File: src/rtl/cnt_target_arb_if.sv
// Request/target bus between requesters, the shared counter and cnt_target_arb.
// Combinational bundle, no storage of its own.
// master = requester/counter side, slave = the arbiter.
interface cnt_target_arb_if #(parameter int W = 4);
  logic [1:0]   req;
  logic [W-1:0] tgt0;
  logic [W-1:0] tgt1;
  logic [W-1:0] cnt_q;
  logic         cnt_step;
  logic         cnt_down;
  logic [1:0]   grant;
  logic         busy;
  logic         done;
  logic         err;

  modport master (
    output req, tgt0, tgt1, cnt_q,
    input  cnt_step, cnt_down, grant, busy, done, err
  );

  modport slave (
    input  req, tgt0, tgt1, cnt_q,
    output cnt_step, cnt_down, grant, busy, done, err
  );
endinterface

File: src/rtl/cnt_target_arb.sv
// Round-robin owner of a shared up/down counter; steps it to the owner's target, then pulses done.
// Latency: grant 1 edge after req; done in cycle 3*d+1 after grant for d steps (abort after MAX_STEPS).
// Backpressure: req is a level held until done; the loser simply waits, mid-transaction req/tgt changes are ignored.
module cnt_target_arb #(
  parameter int W         = 4,
  parameter bit WRAP      = 1'b1,
  parameter int MAX_STEPS = 16
) (
  input  logic            clk,
  input  logic            rst,
  cnt_target_arb_if.slave bus
);

  localparam int SW = $clog2(MAX_STEPS + 1);
  localparam logic [W-1:0] HALF = {1'b1, {(W-1){1'b0}}};
  localparam logic [SW-1:0] BUDGET = SW'(MAX_STEPS);

  typedef enum logic [2:0] {
    IDLE   = 3'd0,
    CMP    = 3'd1,
    STEP   = 3'd2,
    SETTLE = 3'd3,
    DONE   = 3'd4
  } state_t;

  state_t        state;
  logic          rr;        // requester that wins a tie next time
  logic          own;       // index of the current owner
  logic [W-1:0]  tgt;       // target latched at grant
  logic [SW-1:0] nstep;     // steps issued in this transaction
  logic          dir;       // latched direction, 1 = down
  logic [1:0]    grant_r;
  logic          err_r;

  logic          pick;
  logic [W-1:0]  du;
  logic          dn;
  logic          at_tgt;
  logic          out_of_budget;

  // Winner selection: rr pointer first, otherwise the other requester.
  always_comb begin
    pick = rr;
    if (!bus.req[rr]) begin
      pick = ~rr;
    end
  end

  // Direction: shortest modular path (tie goes up) or plain magnitude compare.
  always_comb begin
    du = tgt - bus.cnt_q;
    dn = 1'b0;
    if (WRAP) begin
      dn = (du > HALF);
    end else begin
      dn = (bus.cnt_q > tgt);
    end
  end

  assign at_tgt        = (bus.cnt_q == tgt);
  assign out_of_budget = (nstep == BUDGET);

  // Transaction FSM with its registered outputs.
  always_ff @(posedge clk or posedge rst) begin
    if (rst) begin
      state   <= IDLE;
      rr      <= 1'b0;
      own     <= 1'b0;
      tgt     <= '0;
      nstep   <= '0;
      dir     <= 1'b0;
      grant_r <= 2'b00;
      err_r   <= 1'b0;
    end else begin
      case (state)
        IDLE: begin
          err_r <= 1'b0;
          if (|bus.req) begin
            own     <= pick;
            tgt     <= pick ? bus.tgt1 : bus.tgt0;
            grant_r <= pick ? 2'b10 : 2'b01;
            nstep   <= '0;
            state   <= CMP;
          end
        end
        CMP: begin
          if (at_tgt) begin
            err_r <= 1'b0;
            state <= DONE;
          end else if (out_of_budget) begin
            err_r <= 1'b1;
            state <= DONE;
          end else begin
            dir   <= dn;
            state <= STEP;
          end
        end
        STEP: begin
          nstep <= nstep + SW'(1);
          state <= SETTLE;
        end
        SETTLE: begin
          state <= CMP;
        end
        DONE: begin
          rr      <= ~own;
          grant_r <= 2'b00;
          err_r   <= 1'b0;
          state   <= IDLE;
        end
        default: begin
          state <= IDLE;
        end
      endcase
    end
  end

  assign bus.cnt_step = (state == STEP);
  assign bus.cnt_down = dir;
  assign bus.grant    = grant_r;
  assign bus.busy     = (state != IDLE);
  assign bus.done     = (state == DONE);
  assign bus.err      = err_r;

endmodule

File: src/flat_wrapper.sv
// flat-port wrapper written by rule: the top's interface ports become plain ports
module cnt_target_arb_flat 
#(
  parameter int W         = 4,
  parameter bit WRAP      = 1'b1,
  parameter int MAX_STEPS = 16
)
  (clk, rst, bus_req, bus_tgt0, bus_tgt1, bus_cnt_q, bus_cnt_step, bus_cnt_down, bus_grant, bus_busy, bus_done, bus_err);
  cnt_target_arb_if #(.W(W)) bus_i ();
  input  logic clk;
  input  logic rst;
  input wire logic [$bits(bus_i.req)-1:0] bus_req;
  input wire logic [$bits(bus_i.tgt0)-1:0] bus_tgt0;
  input wire logic [$bits(bus_i.tgt1)-1:0] bus_tgt1;
  input wire logic [$bits(bus_i.cnt_q)-1:0] bus_cnt_q;
  output wire logic [$bits(bus_i.cnt_step)-1:0] bus_cnt_step;
  output wire logic [$bits(bus_i.cnt_down)-1:0] bus_cnt_down;
  output wire logic [$bits(bus_i.grant)-1:0] bus_grant;
  output wire logic [$bits(bus_i.busy)-1:0] bus_busy;
  output wire logic [$bits(bus_i.done)-1:0] bus_done;
  output wire logic [$bits(bus_i.err)-1:0] bus_err;
  assign bus_i.req = bus_req;
  assign bus_i.tgt0 = bus_tgt0;
  assign bus_i.tgt1 = bus_tgt1;
  assign bus_i.cnt_q = bus_cnt_q;
  assign bus_cnt_step = bus_i.cnt_step;
  assign bus_cnt_down = bus_i.cnt_down;
  assign bus_grant = bus_i.grant;
  assign bus_busy = bus_i.busy;
  assign bus_done = bus_i.done;
  assign bus_err = bus_i.err;
  cnt_target_arb #(.W(W), .WRAP(WRAP), .MAX_STEPS(MAX_STEPS)) u_core (.clk(clk), .rst(rst), .bus(bus_i));
endmodule
File: config.mk
export PLATFORM = sky130hd
export DESIGN_NAME = cnt_target_arb_flat
export DESIGN_NICKNAME = d
export VERILOG_FILES = /design/src/rtl/cnt_target_arb_if.sv /design/src/rtl/cnt_target_arb.sv /design/src/flat_wrapper.sv
export SDC_FILE = /design/constraint.sdc
export NUM_CORES = 1
export LEC_CHECK = 0
export CORE_ASPECT_RATIO = 0.8
export CORE_MARGIN = 1.5
export CORE_UTILIZATION = 52
export DETAILED_ROUTE_END_ITERATION = 10
export GPL_TIMING_DRIVEN = 1
export PLACE_DENSITY = 0.87
export SYNTH_ARGS = -nofsm -noshare
export SYNTH_HDL_FRONTEND = slang
export SYNTH_SLANG_ARGS = --single-unit
File: constraint.sdc
create_clock -name clk -period 3.1 [get_ports clk]
set_input_delay 0.62 -clock clk [delete_from_list [all_inputs] [get_ports clk]]
set_output_delay 0.62 -clock clk [all_outputs]
set_load 0.02 [all_outputs]
# After elaboration in Yosys (flattened, before gate mapping)

Index checks and enable logic that the tools add are counted.

$add $sub $neg: 2
$lt $le $gt $ge: 2
Eq/ne operators: 8
Mux-type cells: 16
Bitwise operators: 4
Reduce and logical (&&, ||, !) cells: 12

Operators by type and width:

| operator              | number |
|---|---|
| $pmux W3 S4           | 1 |
| $pmux W5 S2           | 1 |
| $mux W3               | 3 |
| $reduce_and A2 Y1     | 4 |
| $eq A3 B2 Y1 const B  | 2 |
| $reduce_bool A2 Y1    | 3 |
| $add A5 B1 Y5 const B | 1 |
| $eq A5 B5 Y1 const B  | 1 |
| $mux W1               | 5 |
| $mux W5               | 1 |
| $eq A4 B4 Y1          | 1 |
| $gt A4 B4 Y1 const B  | 1 |
| $mux W2               | 2 |
| $mux W4               | 1 |
| $not A1 Y1            | 4 |
| $pmux W2 S2           | 1 |
| $reduce_or A2 Y1      | 2 |
| $sub A4 B4 Y4         | 1 |
| $eq A3 B1 Y1 const B  | 1 |
| $eq A3 B3 Y1 const B  | 1 |
| $logic_not A3 Y1      | 1 |
| $ne A3 B1 Y1 const B  | 1 |
| $reduce_and A3 Y1     | 1 |
| $reduce_bool A3 Y1    | 1 |
| 3 further kinds       | 3 |

Register bits after elaboration: 18
Output and inout bits: 7
Word-level logic and storage cells: 52

# Logic depth before layout (Yosys ltp)

Word-level depth: 6
Depth in mapped cells: 6
Depth with buffers taken out: 6

# Least setup slack after synthesis

Ideal clock, no wire load.

Path kind: reg-to-output
From: register u_core.state[0]
To: output port bus_cnt_step
Data arrival time: 1066 ps
Data required time: 2480 ps
Path slack: 1414 ps
Cell stages (with the launch flop): 4
Buffers on the path: 1
Path through: dfrtp_1 -> or3b_1 -> clkbuf_1 -> inv_2

Word-level cells in the longest chain between the ends: 1

Ends and longest elaborated chain:

| what                   | line                  | RTL |
|---|---|---|
| from (decl)            | cnt_target_arb.sv:26  | `state_t state;` |
| from (signal assigned) | cnt_target_arb.sv:66  | `state <= IDLE;` |
| from (signal assigned) | cnt_target_arb.sv:83  | `state <= CMP;` |
| from (signal assigned) | cnt_target_arb.sv:89  | `state <= DONE;` |
| $eq A3 B2 Y1           | cnt_target_arb.sv:118 | `assign bus.cnt_step = (state == STEP);` |
| to (decl)              | flat_wrapper.sv:16    | `output wire logic [$bits(bus_i.cnt_step)-1:0] bus_cnt_step;` |

No other way between the ends.

# Worst setup path in the final report

Ends and elaborated chain as after synthesis.

==> flow_metrics.env <==
export IMPL_hold_buffers=0
export IMPL_worstPathCellList="or3b_1, inv_2, clkdlybuf4s50_1"
export IMPL_crit_type="flip-flop to output port"
export IMPL_yosys_area_top_type="dfrtp_1"
export IMPL_synthArstFlopShare_pct=100
export IMPL_drtIter0Drc=10
export IMPL_postCtsSetupBuffers=0
export IMPL_gp_congestion=0.899
export IMPL_multi_input_area_um2=489
export IMPL_htree_levels=1
export IMPL_synth_edf_count=0
export IMPL_netlist_instances=103
export IMPL_cap_violations=0
export IMPL_syn_num_nets=124
export IMPL_synth_top_area_share_pct=45.6
export IMPL_dieArea_um2=2170
export IMPL_drv_slew=0
export IMPL_fin_cells=149
export IMPL_cp_arrival_ns=2.05
export IMPL_placed_cell_area_um2=1220
export IMPL_synth_common_cells="dfrtp_1, nand2_1, nor2_1"
export IMPL_grt_usage_pct=23.5
export IMPL_antenna_found_initial=0
export IMPL_cts_buffers=3
export IMPL_final_setup_viol_count=0
export IMPL_p_leak_nw=0.589
export IMPL_grt_pass1_wl_um=3670
export IMPL_dr_pass1_iters=5
export IMPL_synth_most_common_cell="dfrtp_1"
export IMPL_wirelength_um=2240
export IMPL_drive_gt1_share_pct=7.87
export IMPL_path_max_fanout=7
export IMPL_min_period_over_period_pct=86.1
export IMPL_netlist_area_um2=988
export IMPL_synth_main_ff_cell="dfrtp_1"
export IMPL_seq_area_um2=450
export IMPL_fin_nets=149
export IMPL_rsz0062_at_grt="no"
export IMPL_worstSetupEndpointType="output port"
export IMPL_clk_pin_slew_worst_paths_ns=0.11
export IMPL_first_global_vias=845
export IMPL_initial_utilization_pct=57.9
export IMPL_vias=818
export IMPL_avgSynthCellArea_um2=9.60
export IMPL_cts_resized=0
export IMPL_via_per_inst=5.49
export IMPL_tightestPinTransition_ns=0.697
export IMPL_die_w_um=51.7
export IMPL_status="complete, no violations"
export IMPL_cts_root_buffer="clkbuf_4"
export IMPL_power_density_nw_per_um2=856
export IMPL_setup_tns_ns=0
export IMPL_finish_instance_area_um2=1260
export IMPL_max_slew_margin_pct=53.5
export IMPL_io_buffers=22
export IMPL_synth_area_leaders="dfrtp_1, ha_1, nand2_1"
export IMPL_clock_path_buffers=2
export IMPL_insertion_delay_ns=0.30
export IMPL_row_count=13
export IMPL_cts_tree="built"
export IMPL_synth_distinct_cells=33
export IMPL_seq_area_frac_synth_pct=45.6
export IMPL_num_fill_cells=129
export IMPL_area_growth_pct=27.2
export IMPL_drc=0
export IMPL_crit_required_ns=2.48
export IMPL_overflow=0
export IMPL_dp_hpwl_um=1670
export IMPL_core_area_um2=1710
export IMPL_ir_drop_mv=0.787
export IMPL_max_freq_mhz=375
export IMPL_ios=23
export IMPL_synth_seq_cells=18
export IMPL_hold_viol=0
export IMPL_ys_warn_count=0
export IMPL_start_kind="flip-flop"
export IMPL_diodes=0
export IMPL_dp_cells=145
export IMPL_period_needed_ns=2.67
export IMPL_cpMaxStageDelayCell="clkdlybuf4s50_1"
export IMPL_ant_nets=0
export IMPL_finClkSkew_ns=0.00250
export IMPL_hold_path_class="flip-flop to flip-flop"
export IMPL_max_stage_delay_ns=0.62
export IMPL_die_h_um=42.0
export IMPL_grt_max_degree=19
export IMPL_cts_sinks=18
export IMPL_wl_per_cell_um=15.0
export IMPL_power_mw=1.08
[stage by stage]
| step | setup WS (ns) | hold WS [ns] | utilization, % |
|---|---|---|---|
| floorplan | 1.41 | 0.438 | - |
| global placement | 0.865 | 0.452 | 71.5 |
| detailed placement | 0.811 | 0.494 | 71.5 |
| CTS | 0.451 | 0.509 | 73.6 |
| global route | 0.371 | 0.546 | 73.6 |
| finish | 0.431 | 0.511 | 73.6 |
[logic make-up after synthesis]
family / after synthesis / share of synthesized area, %
simple gates: 37 / 20.1
compound gates: 24 / 14.9
flops: 18 / 45.6
buf+inv: 11 / 4.94
mux: 5 / 5.44
fa+ha+maj: 5 / 6.33
xor+xnor: 3 / 2.66
[per-layer routing]
metal | vias to the layer above | part of all wire (%) | GRT usage [%]
met3 | 6 | 3.9 | 6.79
met4 | 0 | 2.5 | 10.5
li1 | 398 | - | -
met5 | - | 0 | 0
met1 | 392 | 44 | 27.2
met2 | 22 | 50 | 40.0
[final timing paths]
path | startpoint | to | slack (ns) | cells past startpoint
max | u_core.state[0] | bus_cnt_step | 0.43 | 3
min | u_core.bus.cnt_down | u_core.bus.cnt_down | 0.51 | 1
max reg2reg | u_core.state[0] | u_core.bus.grant[1] | 1.27 | 4
min reg2reg | u_core.bus.cnt_down | u_core.bus.cnt_down | 0.51 | 1
max in group asynchronous | rst | u_core.own | 1.93 | 2
min in group asynchronous | rst | u_core.nstep[1] | 0.72 | 2
[layout make-up]
type                       count  share of cell area, %
clock buffer                   4                   2.89
inverter                       9                   2.69
sequential                    18                   35.8
tap                           22                   2.19
timing repair buffer          22                   17.5
multi-input combinational     74                   38.9
[flip-flops by register name, summed over array words and instances, names as in the netlist]
signal and count:
u_core.bus.cnt_down 1, u_core.bus.err 1, u_core.bus.grant 2, u_core.nstep 5, u_core.own 1, u_core.rr 1, u_core.state 3, u_core.tgt 4
[worst max-delay path, delay by kind of cell, from the launching register on]
family,cells,cell delay [ns]
buf+inv,2,0.77
flops,1,0.45
simple gates,1,0.52
[cell usage in the layout, fill, tap and decap left out]
cell type,count
a21o_1,1
a21oi_1,2
a22o_1,1
a31oi_1,1
and2_1,3
clkbuf_4,3
clkbuf_8,1
clkdlybuf4s50_1,22
dfrtp_1,18
ha_1,5
inv_1,8
inv_2,1
mux2i_1,4
mux2i_2,1
nand2_1,12
nand2b_1,1
nand3_1,3
nand4bb_1,1
nor2_1,10
nor2_8,1
nor3_1,1
nor3b_1,1
o211ai_1,1
o21a_1,2
o21ai_0,4
o21ai_1,8
o21ba_2,1
o31ai_1,3
or2_1,1
or2_2,1
or3_4,1
or3b_1,1
xnor2_1,2
xor2_1,1
[where the power goes]
| part | leakage [nW] | switching, mW | total, mW | internal (mW) |
|---|---|---|---|---|
| Sequential | 0.230 | 0.0769 | 0.398 | 0.321 |
| Combinational | 0.339 | 0.285 | 0.527 | 0.242 |
| Clock | 0.0210 | 0.0799 | 0.152 | 0.0716 |
No activity file was read; power rests on OpenSTA's default activity.
